==> src/rtl/vga_pkg.sv <==
// VGA timing package: region encoding and
// 640x480@60 default timing constants.
package vga_pkg;

  typedef enum logic [1:0] {
    ACTIVE,
    FRONT,
    SYNC,
    BACK
  } region_t;

  localparam int DEF_H_ACTIVE = 640;
  localparam int DEF_H_FP     = 16;
  localparam int DEF_H_SYNC   = 96;
  localparam int DEF_H_BP     = 48;

  localparam int DEF_V_ACTIVE = 480;
  localparam int DEF_V_FP     = 10;
  localparam int DEF_V_SYNC   = 2;
  localparam int DEF_V_BP     = 33;

  function automatic int axis_total(
    input int act,
    input int fp,
    input int sw,
    input int bp
  );
    return act + fp + sw + bp;
  endfunction

endpackage

==> src/rtl/vga_axis_counter.sv <==
// One timing axis: position counter, region FSM,
// registered sync level and wrap carry-out.
module vga_axis_counter
  import vga_pkg::*;
#(
  parameter int ACT   = DEF_H_ACTIVE,
  parameter int FP    = DEF_H_FP,
  parameter int SW    = DEF_H_SYNC,
  parameter int BP    = DEF_H_BP,
  parameter bit POL   = 1'b0,
  parameter int CNT_W = 10
) (
  input  logic             clk,
  input  logic             rst,
  input  logic             adv,
  output logic [CNT_W-1:0] count,
  output region_t          region_nxt,
  output logic             sync,
  output logic             wrap
);

  localparam int TOTAL = axis_total(ACT, FP, SW, BP);

  localparam logic [CNT_W-1:0] LAST =
    CNT_W'(TOTAL - 1);
  localparam logic [CNT_W-1:0] F0 =
    CNT_W'(ACT);
  localparam logic [CNT_W-1:0] S0 =
    CNT_W'(ACT + FP);
  localparam logic [CNT_W-1:0] B0 =
    CNT_W'(ACT + FP + SW);

  region_t          region;
  logic [CNT_W-1:0] count_nxt;

  assign wrap = adv && (count == LAST);

  // next position: step on advance, wrap at the end
  always_comb begin
    count_nxt = count;
    if (adv) begin
      count_nxt = wrap ? '0 : count + CNT_W'(1);
    end
  end

  // region follows the count being loaded; later
  // region wins so a zero-length porch is skipped
  always_comb begin
    region_nxt = region;
    if (adv) begin
      if (count_nxt == '0) begin
        region_nxt = ACTIVE;
      end else if (count_nxt == B0) begin
        region_nxt = BACK;
      end else if (count_nxt == S0) begin
        region_nxt = SYNC;
      end else if (count_nxt == F0) begin
        region_nxt = FRONT;
      end
    end
  end

  // count, region and sync update on the same edge
  always_ff @(posedge clk) begin
    if (rst) begin
      count  <= '0;
      region <= ACTIVE;
      sync   <= ~POL;
    end else begin
      count  <= count_nxt;
      region <= region_nxt;
      sync   <= (region_nxt == SYNC) ? POL : ~POL;
    end
  end

endmodule

==> src/rtl/vga_timing_gen.sv <==
// VGA timing generator: pixel divider feeding
// chained H and V axis counters.
module vga_timing_gen
  import vga_pkg::*;
#(
  parameter int H_ACTIVE = DEF_H_ACTIVE,
  parameter int H_FP     = DEF_H_FP,
  parameter int H_SYNC   = DEF_H_SYNC,
  parameter int H_BP     = DEF_H_BP,
  parameter int V_ACTIVE = DEF_V_ACTIVE,
  parameter int V_FP     = DEF_V_FP,
  parameter int V_SYNC   = DEF_V_SYNC,
  parameter int V_BP     = DEF_V_BP,
  parameter bit SYNC_POL = 1'b0,
  parameter int CLK_DIV  = 2,
  parameter int CNT_W    = 10
) (
  input  logic             clk,
  input  logic             rst,
  output logic [CNT_W-1:0] hcount,
  output logic [CNT_W-1:0] vcount,
  output logic             hsync,
  output logic             vsync,
  output logic             enable,
  output logic             pix_tick,
  output logic             line_start,
  output logic             frame_start
);

  localparam int DIV_W =
    (CLK_DIV > 1) ? $clog2(CLK_DIV) : 1;

  localparam logic [DIV_W-1:0] DIV_LAST =
    DIV_W'(CLK_DIV - 1);

  logic [DIV_W-1:0] div;
  logic             adv;
  logic             h_wrap;
  logic             v_wrap;
  region_t          h_rn;
  region_t          v_rn;

  assign adv = (div == DIV_LAST);

  // pixel divider: 0..CLK_DIV-1, advance on last
  always_ff @(posedge clk) begin
    if (rst) begin
      div <= '0;
    end else begin
      div <= adv ? '0 : div + DIV_W'(1);
    end
  end

  vga_axis_counter #(
    .ACT  (H_ACTIVE),
    .FP   (H_FP),
    .SW   (H_SYNC),
    .BP   (H_BP),
    .POL  (SYNC_POL),
    .CNT_W(CNT_W)
  ) u_h (
    .clk       (clk),
    .rst       (rst),
    .adv       (adv),
    .count     (hcount),
    .region_nxt(h_rn),
    .sync      (hsync),
    .wrap      (h_wrap)
  );

  vga_axis_counter #(
    .ACT  (V_ACTIVE),
    .FP   (V_FP),
    .SW   (V_SYNC),
    .BP   (V_BP),
    .POL  (SYNC_POL),
    .CNT_W(CNT_W)
  ) u_v (
    .clk       (clk),
    .rst       (rst),
    .adv       (h_wrap),
    .count     (vcount),
    .region_nxt(v_rn),
    .sync      (vsync),
    .wrap      (v_wrap)
  );

  // pulses and enable aligned with the new counts
  always_ff @(posedge clk) begin
    if (rst) begin
      pix_tick    <= 1'b0;
      line_start  <= 1'b0;
      frame_start <= 1'b0;
      enable      <= 1'b0;
    end else begin
      pix_tick    <= adv;
      line_start  <= h_wrap;
      frame_start <= h_wrap && v_wrap;
      enable      <= (h_rn == ACTIVE) &&
                     (v_rn == ACTIVE);
    end
  end

endmodule

==> config.mk <==
export PLATFORM = sky130hd
export DESIGN_NAME = vga_timing_gen
export DESIGN_NICKNAME = d
export VERILOG_FILES = /design/src/rtl/vga_pkg.sv /design/src/rtl/vga_axis_counter.sv /design/src/rtl/vga_timing_gen.sv
export SDC_FILE = /design/constraint.sdc
export NUM_CORES = 1
export LEC_CHECK = 0
export BUFFER_PORTS_ARGS = -buffer_cell sky130_fd_sc_hd__buf_2
export CAP_MARGIN = 20
export CORE_ASPECT_RATIO = 0.7
export CORE_MARGIN = 3
export CORE_UTILIZATION = 61
export CTS_CLUSTER_DIAMETER = 40
export DETAILED_ROUTE_END_ITERATION = 8
export HOLD_SLACK_MARGIN = 0.05
export PLACE_DENSITY = 0.93
export REMOVE_ABC_BUFFERS = 1
export SYNTH_ARGS = -nofsm -noshare
export SYNTH_HDL_FRONTEND = slang
export SYNTH_SLANG_ARGS = --single-unit
==> constraint.sdc <==
create_clock -name clk -period 6.2 [get_ports clk]
set_input_delay 0.31 -clock clk [delete_from_list [all_inputs] [get_ports clk]]
set_output_delay 0.31 -clock clk [all_outputs]
set_load 0.02 [all_outputs]
==> impl_metrics.yaml, run 1 <==
power_and_ir_drop:
  leakagePower_nw: 0.753
  cellPowerDensity_nw_per_um2: 190
  ir_drop_mv: 0.158
yosys:
  async_flop_share_pct: 0
  ys_ff_latch: 31
  syn-cell-area_um2: 1950
  ys.flop_type: "dfxtp_1"
  netlist_instances: 261
  synth_seq_area_share_pct: 31.9
  synth_edf_count: 0
  synth_warnings: 0
  ys_types: 51
  synth.avg_cell_area_um2: 7.46
floorplan:
  io_pins: 28
  fp.dieW_um: 73.5
  core_area_um2: 2920
  num_rows: 16
  dieArea_um2: 3920
  initial_core_util_pct: 66.6
  die_h_um: 53.3
clock_tree:
  numClockSinks: 31
  cts_made_buffers: 5
  post_cts_resized: 0
  postCtsSetupBuffers: 0
  tritoncts: "yes"
  htreeDepth: 2
  cts_root_buf: "clkbuf_8"
  cts.clk_slew.worst_paths_ns: 0.06
  ctsHoldBuffers: 0
  max-clock-path-buffers: 2
  clock_latency_ns: 0.28
setup_path:
  critPathLaunchType: "flip-flop"
  cp_slowest_stage_delay_ns: 0.87
  worst_ep_required_time_ns: 6.42
  cp_top_family: "simple AND/OR/NAND/NOR gates"
  crit_path_end_kind: "flip-flop"
  arrival_ns: 3.72
  critPathMaxFanout: 25
  cp_slowest_cell: "or4_1"
  rrSetupSlack_ns: 2.69
  critical_path_class: "flip-flop to flip-flop"
  path_cells: "ha_1 -> nand3_1 -> or4_1 -> nor3_1 -> xnor2_1 -> o2111ai_1 -> a21o_1 -> a22o_1 -> and4b_1"
  worst-path-buf-inv: 0
place:
  port_buffers: 27
  routabilityCongestion: 0.958
  hpwl_um: 3390
layout:
  antennaDiodeCount: 0
  drive_gt1_share_pct: 14.7
  finalNetCount: 278
  regArea_um2: 621
  multi_input_area_um2: 1190
  syn_to_final_growth_pct: 10.1
  fill_cells: 228
routing:
  drtIter0Drc: 157
  drc: 0
  drt-wirelength-per-cell_um: 15.4
  wl_um: 4770
  dr_total_vias: 2004
  vias_per_cell: 6.49
  antenna_left: 0
  dr.pass1.iters: 6
sta:
  drv_slew: 0
  rsz0062_at_grt: "no"
  min_period_over_period_pct: 56.6
  slew_headroom_pct: 40.5
  holdWs_ns: 0.496
  min_period_ns: 3.51
  setup_viol: 0
  max_slew.worst_pin.slew_ns: 0.893
  setup-tns-final_ns: 0
  max_freq_ghz: 0.285
  hold_viol: 0
  fin_skew_ns: 0.00317
global_route:
  grt_pass1_vias: 1652
  grt_pass1_wl_um: 7930
  grt_usage_pct: 26.1
  antenna_found_initial: 0
  grt_overflow_total: 0
  grt_max_degree: 31
hold_path:
  hold_class: "primary input to flip-flop"
run:
  drv_cap: 0
status:
  outcome: "finished, final reports clean"
[metal layers]
layer / routed length [um] / vias to the layer above / track usage, %
met5: 0 / - / 0
met4: 33 / 0 / 4.52
met3: 424 / 4 / 6.07
met2: 2040 / 97 / 36.6
met1: 2270 / 937 / 40.0
li1: - / 966 / -
[worst reg2reg max path: stages (launching register included)]
cell and delay, ns:
dfxtp_1 0.52, ha_1 0.38, nand3_1 0.20, or4_1 0.87, nor3_1 0.43, xnor2_1 0.19
o2111ai_1 0.16, a21o_1 0.20, a22o_1 0.25, and4b_1 0.24
[where the power goes]
group | internal [mW] | switching [mW]
sequential | 0.201 | 0.00396
clock | 0.118 | 0.0695
combinational | 0.00559 | 0.0104
[placed cells by master (no fill, tap or decap), drive strengths merged, types with 2 or more instances in the layout]
master  count
buf        28
clkbuf      6
nand2b      3
nand3b      4
xor2        7
ha          3
or4         3
a31o        2
xnor2      10
inv        10
nand2      20
o32a        2
a211oi      4
a31oi       4
o21ai       8
a21oi      15
o31ai       2
nor2       29
nor3       25
or3         4
nor4        4
nand4      11
dfxtp      31
nor2b       5
a21o        3
nand3       9
[through the flow]
step	power (mW)	area, um^2	util [%]	std cells	setup WS (ns)
after floorplan	0.218	1850	-	238	2.83
after global placement	0.225	2030	69.6	301	2.94
after detailed placement	0.225	2030	69.6	301	2.75
after CTS	0.411	2140	73.1	308	2.74
after global routing	0.423	2140	73.3	309	2.46
final	0.408	2140	73.3	309	2.69
[Yosys cell counts (all sizes together), types with 2 or more instances]
cell type   n  area share, %
dfxtp      31             32
nor2       29            5.6
nor3       25            6.4
nand2      20            3.9
a21oi      15            4.2
clkbuf     15            2.9
nand4      11            3.5
inv        10            1.9
xnor2      10            4.5
nand3       9            2.3
buf         8            2.2
o21ai       8            2.1
xor2        7            3.1
nor2b       5            1.6
a211oi      4            1.5
a31oi       4            1.3
nand3b      4            1.5
nor4        4            1.3
or3         4            1.3
a21o        3            1.2
ha          3            1.9
nand2b      3           0.96
or4         3            1.3
a31o        2           0.90
o31ai       2           0.77
o32a        2            1.0
[logic make-up after synthesis]
family	count (synthesis)	synth area share [%]
and+or+nand+nor	123	32.4
AOI/OAI and AO/OA	54	19.1
buffers and inverters	33	7.07
DFF	31	31.9
xor gates and xnor gates	17	7.65
adders and majority gates	3	1.93
[registers in the layout, indices dropped and copies added, names as in the netlist]
name and cells:
u_v.count 10, pix_tick 1, u_h.count 10, line_start 1, u_v.region 2, enable 1
u_h.sync 1, u_v.sync 1, u_h.region 2, frame_start 1, adv 1
[worst paths after layout]
kind                  from      endpoint  cells after the start
max reg2reg   u_h.count[1]        enable                      9
max           u_h.count[1]        enable                      9
min                    rst  u_h.count[7]                      2
min reg2reg  u_h.region[0]      u_h.sync                      2
[cell type report]
type	count	area share, %
well taps	36	2.10
repair buffers	28	6.65
clock buffers	6	3.39
inverters	10	1.75
clock inverters	1	1.40
multi-input cells	197	55.8
flip-flops and latches	31	29.0
Power figures use the tool's default switching activity.
==> run 2, diff against run 1 <==
- CORE_UTILIZATION: 61 -> 57
- PLACE_DENSITY: 0.93 -> 0.89
- clock period: 6.2 -> 3.6 ns (I/O delays scaled with it)
==> run 2 against run 1 <==
Cell count grew 5.2%. Sequential share of layout area shrank 0.33 points. Largest power group unchanged. Wire length up 1.8%.
==> impl_metrics.yaml, run 2 (same netlist as run 1, synthesis figures left out) <==
status:
  outcome: "finished, final reports clean"
floorplan:
  io_pins: 28
  die_h_um: 54.9
  initial_core_util_pct: 60.6
  dieArea_um2: 4160
  fp.dieW_um: 75.9
  num_rows: 17
  core_area_um2: 3210
setup_path:
  crit_path_end_kind: "flip-flop"
  crit_start: "u_h.count[0]"
  critPathLaunchType: "flip-flop"
  arrival_ns: 3.58
  path_cells: "ha_1 -> nand3_1 -> or4_1 -> buf_4 -> nor2_1 -> o2111ai_1 -> a21o_1 -> a22o_1 -> and4b_1"
  r2r-end: "enable"
  r2r_cells: 9
  critPathMaxFanout: 16
  worst_ep_required_time_ns: 3.84
  worst-path-buf-inv: 1
  rrSetupSlack_ns: 0.26
  critical_path_class: "flip-flop to flip-flop"
  reg2reg_from: "u_h.count[0]"
  cp_top_family: "simple AND/OR/NAND/NOR gates"
  crit_cells: 9
  cp_slowest_stage_delay_ns: 0.66
  cp_slowest_cell: "or4_1"
  crit_path_end: "enable"
sta:
  rsz0062_at_grt: "no"
  slew_headroom_pct: 56.6
  hold_viol: 0
  holdWs_ns: 0.351
  fin_skew_ns: 0.00586
  min_period_ns: 3.34
  setup_viol: 0
  drv_slew: 0
  min_period_over_period_pct: 92.7
  max_freq_ghz: 0.300
  setup-tns-final_ns: 0
  max_slew.worst_pin.slew_ns: 0.649
routing:
  drc: 0
  dr.pass1.iters: 5
  vias_per_cell: 6.18
  dr_total_vias: 2009
  drtIter0Drc: 223
  wl_met2_um: 1920
  antenna_left: 0
  top_layer: "met4"
  drt-wirelength-per-cell_um: 14.9
  m1WireLength_um: 2310
  wl_um: 4860
  met3WireLength_um: 525
layout:
  final_common_cell: "dfxtp_1"
  multi_input_area_um2: 1190
  instances_no_fill: 325
  top_regs: "u_h.count (10), u_v.count (10)"
  regArea_um2: 621
  antennaDiodeCount: 0
  finalNetCount: 282
  final_core_util_pct: 67.5
  syn_to_final_growth_pct: 11.4
  final_cell_mix: "dfxtp_1 (31), nor2_1 (29), buf_2 (27)"
  post-route-cell-area_um2: 2170
  fill_cells: 279
  drive_gt1_share_pct: 16.5
clock_tree:
  clock_latency_ns: 0.29
  cts.clk_slew.worst_paths_ns: 0.07
  cts_made_buffers: 5
  post_cts_resized: 0
  ctsHoldBuffers: 0
  htreeDepth: 2
  numClockSinks: 31
  cts_root_buf: "clkbuf_8"
  tritoncts: "yes"
  max-clock-path-buffers: 2
  postCtsSetupBuffers: 0
power_and_ir_drop:
  cellPowerDensity_nw_per_um2: 300
  ir_drop_mv: 0.193
  leakagePower_nw: 0.769
place:
  routabilityCongestion: 0.961
  place_inst: 317
  dpl-instance-area_um2: 2080
  port_buffers: 27
  hpwl_um: 3390
hold_path:
  hold_class: "primary input to flip-flop"
global_route:
  antenna_found_initial: 0
  grt_pass1_wl_um: 7640
  grt_pass1_vias: 1601
  grt_overflow_total: 0
  grt_max_degree: 31
  grt_usage_pct: 25.0
run:
  drv_cap: 0
[run 2: changes by cell type in the layout (fill, tap and decap cells not counted), sizes merged]
cell    delta
buf        +4
bufinv     -1
clkbuf     -1
clkinv     +3
[run 2: layout make-up]
cell class	count	area share (%)
Clock buffer	5	3.17
Timing Repair Buffer	32	7.96
Sequential cell	31	28.6
Clock inverter	3	0.692
Inverter	10	1.73
Tap cell	47	2.71
Multi-Input combinational cell	197	55.1
[run 2: how the worst min path moves through the flow]
stage | startpoint | end | depth (start not counted)
global route | rst | adv | 2
CTS | rst | adv | 2
global placement | u_h.region[0] | u_h.sync | 2
finish | rst | adv | 2
floorplan | rst | adv | 1
detailed placement | u_h.region[0] | u_h.sync | 2
[run 2: where the power goes]
group,internal (mW),switching (mW)
sequential,0.346,0.00457
clock,0.132,0.136
combinational,0.0107,0.0206
total,0.489,0.161
[run 2: metal layers]
| metal | track usage (%) | up-vias |
|---|---|---|
| li1 | - | 974 |
| met1 | 37.0 | 912 |
| met2 | 32.2 | 112 |
| met3 | 7.76 | 11 |
| met4 | 11.0 | 0 |
| met5 | 0 | - |
[run 2: per-stage QoR]
| stage | worst slack [ns] | total power, mW |
|---|---|---|
| after floorplan | 0.226 | 0.376 |
| after global placement | 0.530 | 0.389 |
| after detailed placement | 0.358 | 0.389 |
| after CTS | 0.349 | 0.653 |
| after global routing | 0.0955 | 0.672 |
| final | 0.262 | 0.650 |
